## src/rtl/mem_byte_sequencer_pkg.sv

```systemverilog
// Shared encodings for the byte-wide load/store sequencer: access sizes,
// sequencer FSM states and the size-to-byte-count mapping.
package mem_seq_pkg;

    localparam int WORD_W = 32;

    // Access size encodings as presented on req_size; 2'b11 is reserved
    // and is handled everywhere as a word access.
    localparam logic [1:0] SIZE_BYTE = 2'b00;
    localparam logic [1:0] SIZE_HALF = 2'b01;
    localparam logic [1:0] SIZE_WORD = 2'b10;

    typedef enum logic [1:0] {
        IDLE = 2'd0,
        XFER = 2'd1,
        RESP = 2'd2
    } seq_state_t;

    // Number of single-byte memory beats needed for an access size.
    function automatic logic [2:0] size_to_nbytes(input logic [1:0] size);
        case (size)
            SIZE_BYTE: return 3'd1;
            SIZE_HALF: return 3'd2;
            default:   return 3'd4;
        endcase
    endfunction

endpackage

```

## src/rtl/mem_byte_sequencer_load_extend.sv

```systemverilog
// Load result extension: widens the captured low byte or half-word to a
// full word, replicating its MSB for signed loads and zero-filling otherwise.
module mem_load_extend
    import mem_seq_pkg::*;
(
    input  logic [WORD_W-1:0] i_buf,
    input  logic [1:0]        i_size,
    input  logic              i_sign,
    output logic [WORD_W-1:0] o_rdata
);

    logic w_fill_byte;
    logic w_fill_half;

    assign w_fill_byte = i_sign & i_buf[7];
    assign w_fill_half = i_sign & i_buf[15];

    // Select the extension by access size; reserved size falls through to word.
    always_comb begin
        case (i_size)
            SIZE_BYTE: o_rdata = {{(WORD_W-8){w_fill_byte}}, i_buf[7:0]};
            SIZE_HALF: o_rdata = {{(WORD_W-16){w_fill_half}}, i_buf[15:0]};
            default:   o_rdata = i_buf;
        endcase
    end

endmodule

```

## src/rtl/mem_byte_sequencer.sv

```systemverilog
// Load/store sequencer between the memory stage and a byte-wide data memory.
// One request is accepted in IDLE, split into 1/2/4 single-byte beats in XFER
// (one beat per cycle, consecutive wrapping addresses), and answered in RESP
// with the extended load data or a zero completion for stores.
module mem_byte_sequencer
    import mem_seq_pkg::*;
#(
    parameter int NBYTES_MAX = 4,
    parameter int ADDR_W     = 32
) (
    input  logic              clk,
    input  logic              reset,
    input  logic              req_valid,
    output logic              req_ready,
    input  logic              req_write,
    input  logic [1:0]        req_size,
    input  logic              req_sign,
    input  logic [ADDR_W-1:0] req_addr,
    input  logic [WORD_W-1:0] req_wdata,
    output logic              rsp_valid,
    input  logic              rsp_ready,
    output logic [WORD_W-1:0] rsp_rdata,
    output logic              mem_write,
    output logic              mem_read,
    output logic [ADDR_W-1:0] mem_addr,
    output logic [7:0]        mem_wdata,
    input  logic [7:0]        mem_rdata
);

    localparam int CNT_W = $clog2(NBYTES_MAX);
    localparam int NB_W  = CNT_W + 1;

    seq_state_t        r_state;
    seq_state_t        w_next_state;

    logic [CNT_W-1:0]  r_cnt;
    logic [NB_W-1:0]   r_nbytes;
    logic              r_write;
    logic              r_sign;
    logic [1:0]        r_size;
    logic [ADDR_W-1:0] r_addr;
    logic [WORD_W-1:0] r_wdata;
    logic [WORD_W-1:0] r_buf;

    logic              w_accept;
    logic              w_last;
    logic [7:0]        w_lane_wdata;
    logic [WORD_W-1:0] w_ext_rdata;

    assign w_accept = req_valid && req_ready;
    assign w_last   = ({1'b0, r_cnt} == (r_nbytes - NB_W'(1)));

    // FSM state register.
    always_ff @(posedge clk) begin
        if (reset) begin
            r_state <= IDLE;
        end else begin
            r_state <= w_next_state;
        end
    end

    // Next-state and state-decoded handshake/memory outputs. Memory strobes
    // are gated by reset so an aborted access never writes in the reset cycle.
    always_comb begin
        w_next_state = r_state;
        req_ready    = 1'b0;
        rsp_valid    = 1'b0;
        rsp_rdata    = '0;
        mem_write    = 1'b0;
        mem_read     = 1'b0;
        mem_addr     = '0;
        mem_wdata    = '0;
        case (r_state)
            IDLE: begin
                req_ready = 1'b1;
                if (req_valid) begin
                    w_next_state = XFER;
                end
            end
            XFER: begin
                mem_write = r_write && !reset;
                mem_read  = !r_write && !reset;
                mem_addr  = r_addr + ADDR_W'(r_cnt);
                mem_wdata = w_lane_wdata;
                if (w_last) begin
                    w_next_state = RESP;
                end
            end
            RESP: begin
                rsp_valid = 1'b1;
                rsp_rdata = r_write ? '0 : w_ext_rdata;
                if (rsp_ready) begin
                    w_next_state = IDLE;
                end
            end
            default: begin
                w_next_state = IDLE;
            end
        endcase
    end

    // Store byte-lane mux: pick the byte of the latched store data for this beat.
    always_comb begin
        w_lane_wdata = r_wdata[7:0];
        for (int i = 0; i < NBYTES_MAX; i++) begin
            if (r_cnt == CNT_W'(i)) begin
                w_lane_wdata = r_wdata[8*i +: 8];
            end
        end
    end

    // Request latch, beat counter and load byte-lane demux into the capture buffer.
    always_ff @(posedge clk) begin
        if (reset) begin
            r_cnt    <= '0;
            r_nbytes <= '0;
            r_write  <= 1'b0;
            r_sign   <= 1'b0;
            r_size   <= '0;
            r_addr   <= '0;
            r_wdata  <= '0;
            r_buf    <= '0;
        end else if (w_accept) begin
            r_cnt    <= '0;
            r_nbytes <= NB_W'(size_to_nbytes(req_size));
            r_write  <= req_write;
            r_sign   <= req_sign;
            r_size   <= req_size;
            r_addr   <= req_addr;
            r_wdata  <= req_wdata;
            r_buf    <= '0;
        end else if (r_state == XFER) begin
            if (!r_write) begin
                for (int i = 0; i < NBYTES_MAX; i++) begin
                    if (r_cnt == CNT_W'(i)) begin
                        r_buf[8*i +: 8] <= mem_rdata;
                    end
                end
            end
            if (!w_last) begin
                r_cnt <= r_cnt + CNT_W'(1);
            end
        end
    end

    mem_load_extend u_load_extend (
        .i_buf   (r_buf),
        .i_size  (r_size),
        .i_sign  (r_sign),
        .o_rdata (w_ext_rdata)
    );

endmodule

```

## config.mk

```make
export PLATFORM = sky130hd
export DESIGN_NAME = mem_byte_sequencer
export DESIGN_NICKNAME = d
export VERILOG_FILES = /design/src/rtl/mem_byte_sequencer_pkg.sv /design/src/rtl/mem_byte_sequencer_load_extend.sv /design/src/rtl/mem_byte_sequencer.sv
export SDC_FILE = /design/constraint.sdc
export NUM_CORES = 1
export LEC_CHECK = 0
export BUFFER_PORTS_ARGS = -buffer_cell sky130_fd_sc_hd__buf_2
export CAP_MARGIN = 20
export CORE_AREA = 2 2 106 108
export CTS_CLUSTER_DIAMETER = 80
export DETAILED_ROUTE_END_ITERATION = 8
export DIE_AREA = 0 0 108 110
export GPL_ROUTABILITY_DRIVEN = 0
export PLACE_DENSITY = 0.77
export SLEW_MARGIN = 20
export SYNTH_ARGS = -nofsm -noshare
export SYNTH_HDL_FRONTEND = slang
export SYNTH_SLANG_ARGS = --single-unit
```

## constraint.sdc

```tcl
create_clock -name clk -period 3.14 [get_ports clk]
set_clock_uncertainty 0.2 [all_clocks]
set_input_delay 0.628 -clock clk [delete_from_list [all_inputs] [get_ports clk]]
set_output_delay 0.628 -clock clk [all_outputs]
set_load 0.1 [all_outputs]
```

==> results of run 1 <==
-- power groups by stage --
stage | logic (mW) | clock network (mW) | registers (mW)
floorplan | 0.362 | 0 | 1.49
global placement | 0.526 | 0 | 1.50
detailed placement | 0.537 | 0 | 1.50
CTS | 0.549 | 0.854 | 1.47
global route | 0.617 | 0.924 | 1.49
finish | 0.578 | 0.850 | 1.48
-- cell usage in the layout, fill, tap and decap left out, drive strengths merged, types with 2 or more instances in the layout --
master | Yosys | routed
nand2 | 231 | 231
buf | 5 | 210
a21oi | 143 | 143
dfxtp | 107 | 107
nor2 | 28 | 28
inv | 25 | 27
o21ai | 22 | 22
mux2i | 20 | 20
and2 | 17 | 17
or4 | 10 | 11
clkbuf | 44 | 11
xnor2 | 10 | 10
nand4 | 9 | 9
nand3 | 9 | 9
o31ai | 9 | 9
ha | 7 | 7
nand2b | 6 | 6
nor4 | 6 | 6
xor2 | 5 | 5
or3 | 5 | 5
and4 | 4 | 4
nor3 | 4 | 4
nor2b | 3 | 3
diode | 0 | 2
clkinvlp | 0 | 2
nor3b | 2 | 2
-- kinds of logic after synthesis --
| kind of cell | count (synthesis) | synth area share, % |
|---|---|---|
| AND/OR/NAND/NOR | 338 | 28.3 |
| AO/OA/AOI/OAI | 181 | 17.9 |
| flip-flops | 107 | 40.3 |
| buffers and inverters | 74 | 5.29 |
| multiplexers | 20 | 3.76 |
| XOR/XNOR | 15 | 2.47 |
| adder cells (fa/ha/maj) | 8 | 2.02 |
-- area by class of cell --
class / count / area (sq um)
Multi-Input combinational cell: 563 / 3510
Fill cell: 756 / 2630
Sequential cell: 107 / 2160
Timing Repair Buffer: 210 / 1930
Tap cell: 140 / 175
Clock buffer: 11 / 131
Inverter: 25 / 93.8
Clock inverter: 5 / 60.1
Antenna cell: 2 / 5.00
-- sequential cells by signal (all words and copies together), names as in the netlist --
| register | count |
|---|---|
| r_buf | 32 |
| r_cnt | 2 |
| r_sign | 1 |
| r_wdata | 32 |
| r_addr | 32 |
| r_write | 1 |
| r_state | 2 |
| r_size | 2 |
| r_nbytes | 3 |
-- repair_timing --
action,in CTS,in global routing
pin swaps,14,28
gates resized for setup,42,51
endpoints found under the setup margin,27,26
gates cloned,1,0
buffers inserted,14,15
-- how the worst max path moves through the flow --
stage	cells past startpoint	slack, ns	end	from
final	8	-0.36	mem_addr[16]	r_addr[0]$_SDFFE_PP0P_
after global routing	8	-0.43	mem_addr[16]	r_addr[0]$_SDFFE_PP0P_
after CTS	7	-0.37	mem_addr[30]	r_cnt[0]$_SDFFE_PP0P_
after detailed placement	7	-0.02	mem_addr[24]	r_addr[0]$_SDFFE_PP0P_
after global placement	7	0.03	mem_addr[24]	r_addr[0]$_SDFFE_PP0P_
after floorplan	5	-0.57	rsp_rdata[10]	r_state[0]$_SDFFE_PP0P_
-- tightest hold or removal path: stages, from the launching register on --
cell	delay, ns
dfxtp_1	0.32
nand2_1	0.05
a21oi_1	0.05
-- per-layer routing --
layer,routed length (um),part of all wire (%)
met1,6920,40
met2,8580,50
met3,1130,6.5
met4,654,3.8
met5,16,0.093
==> metrics.cfg, run 1 <==
[critical_path]
worstRegToRegCells=10
critPathKind=flop to output pin
r2r_end=r_buf[8]$_SDFFE_PP0P_
start_kind=flop
critPathArrivalTime_ns=2.68
path_max_fanout=6
crit_chain=ha_4 -> fa_2 -> nand4_1 -> or4_4 -> buf_6 -> or3_4 -> a21oi_4 -> buf_12
r2r-start=r_cnt[1]$_SDFFE_PP0P_
cp_data_required_time_ns=2.31
r2r_slack_ns=1.12
critPathMaxStageDelay_ns=0.59
slowest_stage=or4_4
path_delay_family=simple AND/OR/NAND/NOR gates
critical_path_buf_inv_count=2
end_kind=output pin

[yosys]
yosysTopAreaCellShare_pct=40.3
synth_area_sq_mm=0.00532
yosys.area.top_type=dfxtp_1
synth-seq-area-share_pct=40.3
synthCells=743
synth-seq-cells=107
syn_area_per_cell_sq_um=7.16
async_flop_share_pct=0
post-synth-top-count-cell=nand2_1
ys_warn_count=0
synth_top_cells_by_count=231 x nand2_1, 143 x a21oi_1, 107 x dfxtp_1
synth_cell_types=41
yosys-top-cells-area=dfxtp_1 40%, nand2_1 16%, a21oi_1 13%, mux2i_1 3.8%, clkbuf_1 3.1%
synth-edff-count=0
synthFlopType=dfxtp_1
syn_nets=831

[route]
vias_per_cell=5.55
drt_iter0_drc=412
drtPass1Iterations=5
totalWireLength_mm=17.3
vias=5903
avgRoutedWirePerCell_um=16.3
drc=0
ant_nets=0

[global_route]
met1_usage_pct=33.3
grt_pass1_vias=5619
grt_pass1_wl_mm=25.9
grt_max_degree=62
grt-busiest-layer=met2
grt_usage_pct=27.4
overflow=0
grt.met3_usage_pct=3.88
grt_use_met2_pct=48.3
grt_antenna_before_repair=3

[clocking]
clk_latency_ns=0.37
clockBufferDepth=2
cts_sinks=107
htree_levels=3
root_buffer=clkbuf_8
cts.clk_slew.worst_paths_ns=0.10
cts_tree=built
cts_buffers=9
postCtsHoldBufs=0

[pwr]
combPwrFrac_pct=19.9
power_mw=2.91
switchingPower_mw=0.913
p_sw_share_pct=31.4
power_frac_seq_pct=50.8
power.density_mw_per_mm2=360
irDropWorstVdd_uv=264
p_leak_nw=2.98
internal_power_mw=1.99
power.share.clock_pct=29.3

[die]
start_util_pct=49.7
row_count=38
io_pins=156
core-area_sq_mm=0.0107
die_area_sq_mm=0.0119
die_x_um=108
dieHeight_um=110

[status]
status=finished with violations
failed_checks=setup timing

[hold_path]
worstHoldEndpoint=r_wdata[25]$_SDFFE_PP0P_
hold_start=r_wdata[25]$_SDFFE_PP0P_
hold_class=flop to flop
hold_depth=2

[placed_design]
place_area_sq_mm=0.00729
post-place-ws_ns=-0.0169
place.port_buffers=155
placed_cells=1017
place.detailed.hpwl_mm=11.3

[finish]
fin_util_pct=75.5
drive_above_1_share_pct=36.8
final_cell_area_sq_mm=0.00807
fin_nets=1004
fin_cells=1063
syn_to_final_growth_pct=51.7

[sta]
worstMarginPinSlew_ns=0.678
post-route-min-period_ns=3.50
maxSlewHeadroom_pct=54.7
max_freq_ghz=0.285
final_hold_viol_count=0
drv_slew=0
finalSetupViolCount=18
hold_ws_ns=0.259
tns_ns=-4.17
finalCritPeriodShare_pct=112
rsz0062_at_grt=yes
layout_setup_ws_ns=-0.363

[job]
maxCapViolations=0

(Power assumes the default switching activity.)
==> run 2, diff against run 1 <==
--- a/config.mk
+++ b/config.mk
@@ -7,13 +7,14 @@
 export LEC_CHECK = 0
 export BUFFER_PORTS_ARGS = -buffer_cell sky130_fd_sc_hd__buf_2
 export CAP_MARGIN = 20
-export CORE_AREA = 2 2 106 108
+export CORE_AREA = 2 2 108 110
 export CTS_CLUSTER_DIAMETER = 80
 export DETAILED_ROUTE_END_ITERATION = 8
-export DIE_AREA = 0 0 108 110
+export DIE_AREA = 0 0 110 112
 export GPL_ROUTABILITY_DRIVEN = 0
-export PLACE_DENSITY = 0.77
+export PLACE_DENSITY = 0.76
 export SLEW_MARGIN = 20
 export SYNTH_ARGS = -nofsm -noshare
 export SYNTH_HDL_FRONTEND = slang
+export SYNTH_HIERARCHICAL = 1
 export SYNTH_SLANG_ARGS = --single-unit
==> metrics.cfg, run 2 <==
[die]
row_count=39
die_area_sq_mm=0.0123
io_pins=156
core-area_sq_mm=0.0112
dieHeight_um=112
die_x_um=110
start_util_pct=50.2

[pwr]
switchingPower_mw=0.961
p_sw_share_pct=30.8
power.density_mw_per_mm2=382
power.share.clock_pct=34.9
power_frac_seq_pct=47.3
combPwrFrac_pct=17.7
power_mw=3.13
irDropWorstVdd_uv=389
internal_power_mw=2.16
p_leak_nw=3.10

[clocking]
postCtsHoldBufs=0
clk_latency_ns=0.34
htree_levels=3
cts_tree=built
cts_sinks=107
root_buffer=clkbuf_16
clockBufferDepth=2
cts.clk_slew.worst_paths_ns=0.08
cts_buffers=9

[critical_path]
end_kind=output pin
crit_chain=ha_4 -> a21oi_2 -> or3_4 -> buf_6 -> or4_4 -> a21oi_4 -> buf_12
start_kind=flop
critPathArrivalTime_ns=2.38
cp_data_required_time_ns=2.31
critPathMaxStageDelay_ns=0.43
slowest_stage=or4_4
path_max_fanout=7
critPathKind=flop to output pin

[sta]
worstMarginPinSlew_ns=0.730
final_hold_viol_count=0
rsz0062_at_grt=yes
drv_slew=0
layout_setup_ws_ns=-0.0654
max_freq_ghz=0.312
maxSlewHeadroom_pct=51.2
finalSetupViolCount=5
finalCritPeriodShare_pct=102
post-route-min-period_ns=3.21

[yosys]
yosys-top-cells-area=dfxtp_1 38%, nand2_1 17%, a21oi_1 10%, and2_1 4.7%, mux2i_1 3.4%
ys_warn_count=6
synth-edff-count=0
yosys.area.top_type=dfxtp_1
syn_nets=864
yosysTopAreaCellShare_pct=38.2
post-synth-top-count-cell=nand2_1
synthFlopType=dfxtp_1
synth_area_sq_mm=0.00561
synthCells=776
synth_top_cells_by_count=253 x nand2_1, 116 x a21oi_1, 107 x dfxtp_1
synth_cell_types=47
async_flop_share_pct=0
synth-seq-cells=107
synth-seq-area-share_pct=38.2
syn_area_per_cell_sq_um=7.23

[global_route]
grt_pass1_wl_mm=25.6
grt_antenna_before_repair=0
overflow=0
grt_pass1_vias=5473
grt_usage_pct=26.0
grt_max_degree=67

[placed_design]
place_area_sq_mm=0.00758
place.detailed.hpwl_mm=11.1
place.port_buffers=155

[route]
vias=5767
drc=0
ant_nets=0
drtPass1Iterations=4
totalWireLength_mm=16.0
vias_per_cell=5.44
drt_iter0_drc=267
avgRoutedWirePerCell_um=15.1

[job]
maxCapViolations=0

[finish]
top_regs=r_addr x32, r_buf x32, r_wdata x32
drive_above_1_share_pct=33.4
final_common_cell=nand2_1
fin_nets=1001
num_antenna_cells=0
syn_to_final_growth_pct=46.1
layout_common_cells=252 x nand2_1, 103 x a21oi_1, 95 x buf_2, 85 x dfxtp_1, 61 x buf_12
final_cell_area_sq_mm=0.00819

[status]
failed_checks=setup timing
status=finished with violations

[hold_path]
hold_class=flop to flop

==> run 2: final cells by class <==
type / instances / area (sq um)
tap: 143 / 179
clock buffer: 10 / 229
clock inverter: 6 / 56.3
fill: 838 / 2980
timing repair buffer: 189 / 1960
sequential: 107 / 2180
inverter: 7 / 26.3
multi-input combinational: 599 / 3570
==> run 2: path summary, 6_finish.rpt <==
kind / from / end / slack [ns] / cells after the start
min reg2reg: r_buf[3]$_SDFFE_PP0P_ / r_buf[3]$_SDFFE_PP0P_ / 0.25 / 2
min: r_buf[3]$_SDFFE_PP0P_ / r_buf[3]$_SDFFE_PP0P_ / 0.25 / 2
max: r_cnt[1]$_SDFFE_PP0P_ / mem_addr[17] / -0.07 / 7
max reg2reg: r_state[0]$_SDFFE_PP0P_ / r_buf[30]$_SDFFE_PP0P_ / 1.06 / 4
==> run 2: layer usage <==
layer  share of wire [%]  vias up  GRT usage, %
li1                    -     2860             -
met1                  44     2693          34.6
met2                  48      178          42.2
met3                 5.5       36          3.75
met4                 2.8        0          9.87
met5                   0        -             0
==> run 2: power by group through the flow <==
stage               registers (mW)  clock network (mW)  logic [mW]
finish                        1.48                1.09       0.554
global route                  1.49                1.14       0.597
CTS                           1.47                1.10       0.549
detailed placement            1.51                   0       0.536
global placement              1.50                   0       0.529
floorplan                     1.49                   0       0.375
==> run 2: logic make-up (layout without fill, tap and decap cells) <==
group | Yosys count | after routing | synth area share (%)
AND/OR/NAND/NOR | 385 | 385 | 31.3
AO/OA/AOI/OAI | 170 | 170 | 16.4
flip-flops | 107 | 107 | 38.2
buffers and inverters | 70 | 212 | 5.87
multiplexers | 20 | 20 | 3.79
XOR/XNOR | 16 | 16 | 2.50
adder cells (fa/ha/maj) | 8 | 8 | 1.92
==> run 2: worst max-delay path: cells and delay by family, from the launching register on <==
family                     cells  cell delay (ns)
adders and majority gates      1             0.25
DFF                            1             0.36
and+or+nand+nor                2             0.85
buffers and inverters          2             0.36
AOI/OAI and AO/OA              2             0.21
==> run 2: repair_timing <==
action | 4_1_cts | 5_1_grt
setup buffers | 9 | 7
setup endpoints to repair | 18 | 21
pin swaps | 14 | 12
gates resized for setup | 31 | 32
gates cloned | 0 | 0
==> run 2: through the flow <==
| step | hold WS, ns | cells | setup slack (ns) | setup TNS [ns] | utilization, % |
|---|---|---|---|---|---|
| CTS | 0.253 | 1054 | -0.0735 | -0.445 | 72.1 |
| finish | 0.250 | 1061 | -0.0654 | -0.194 | 73.3 |
| global placement | 0.238 | 1029 | 0.0997 | 0 | 67.9 |
| floorplan | 0.232 | 776 | -0.101 | -0.214 | - |
| global route | 0.271 | 1061 | -0.149 | -1.12 | 73.3 |
| detailed placement | 0.243 | 1029 | 0.0411 | 0 | 67.9 |
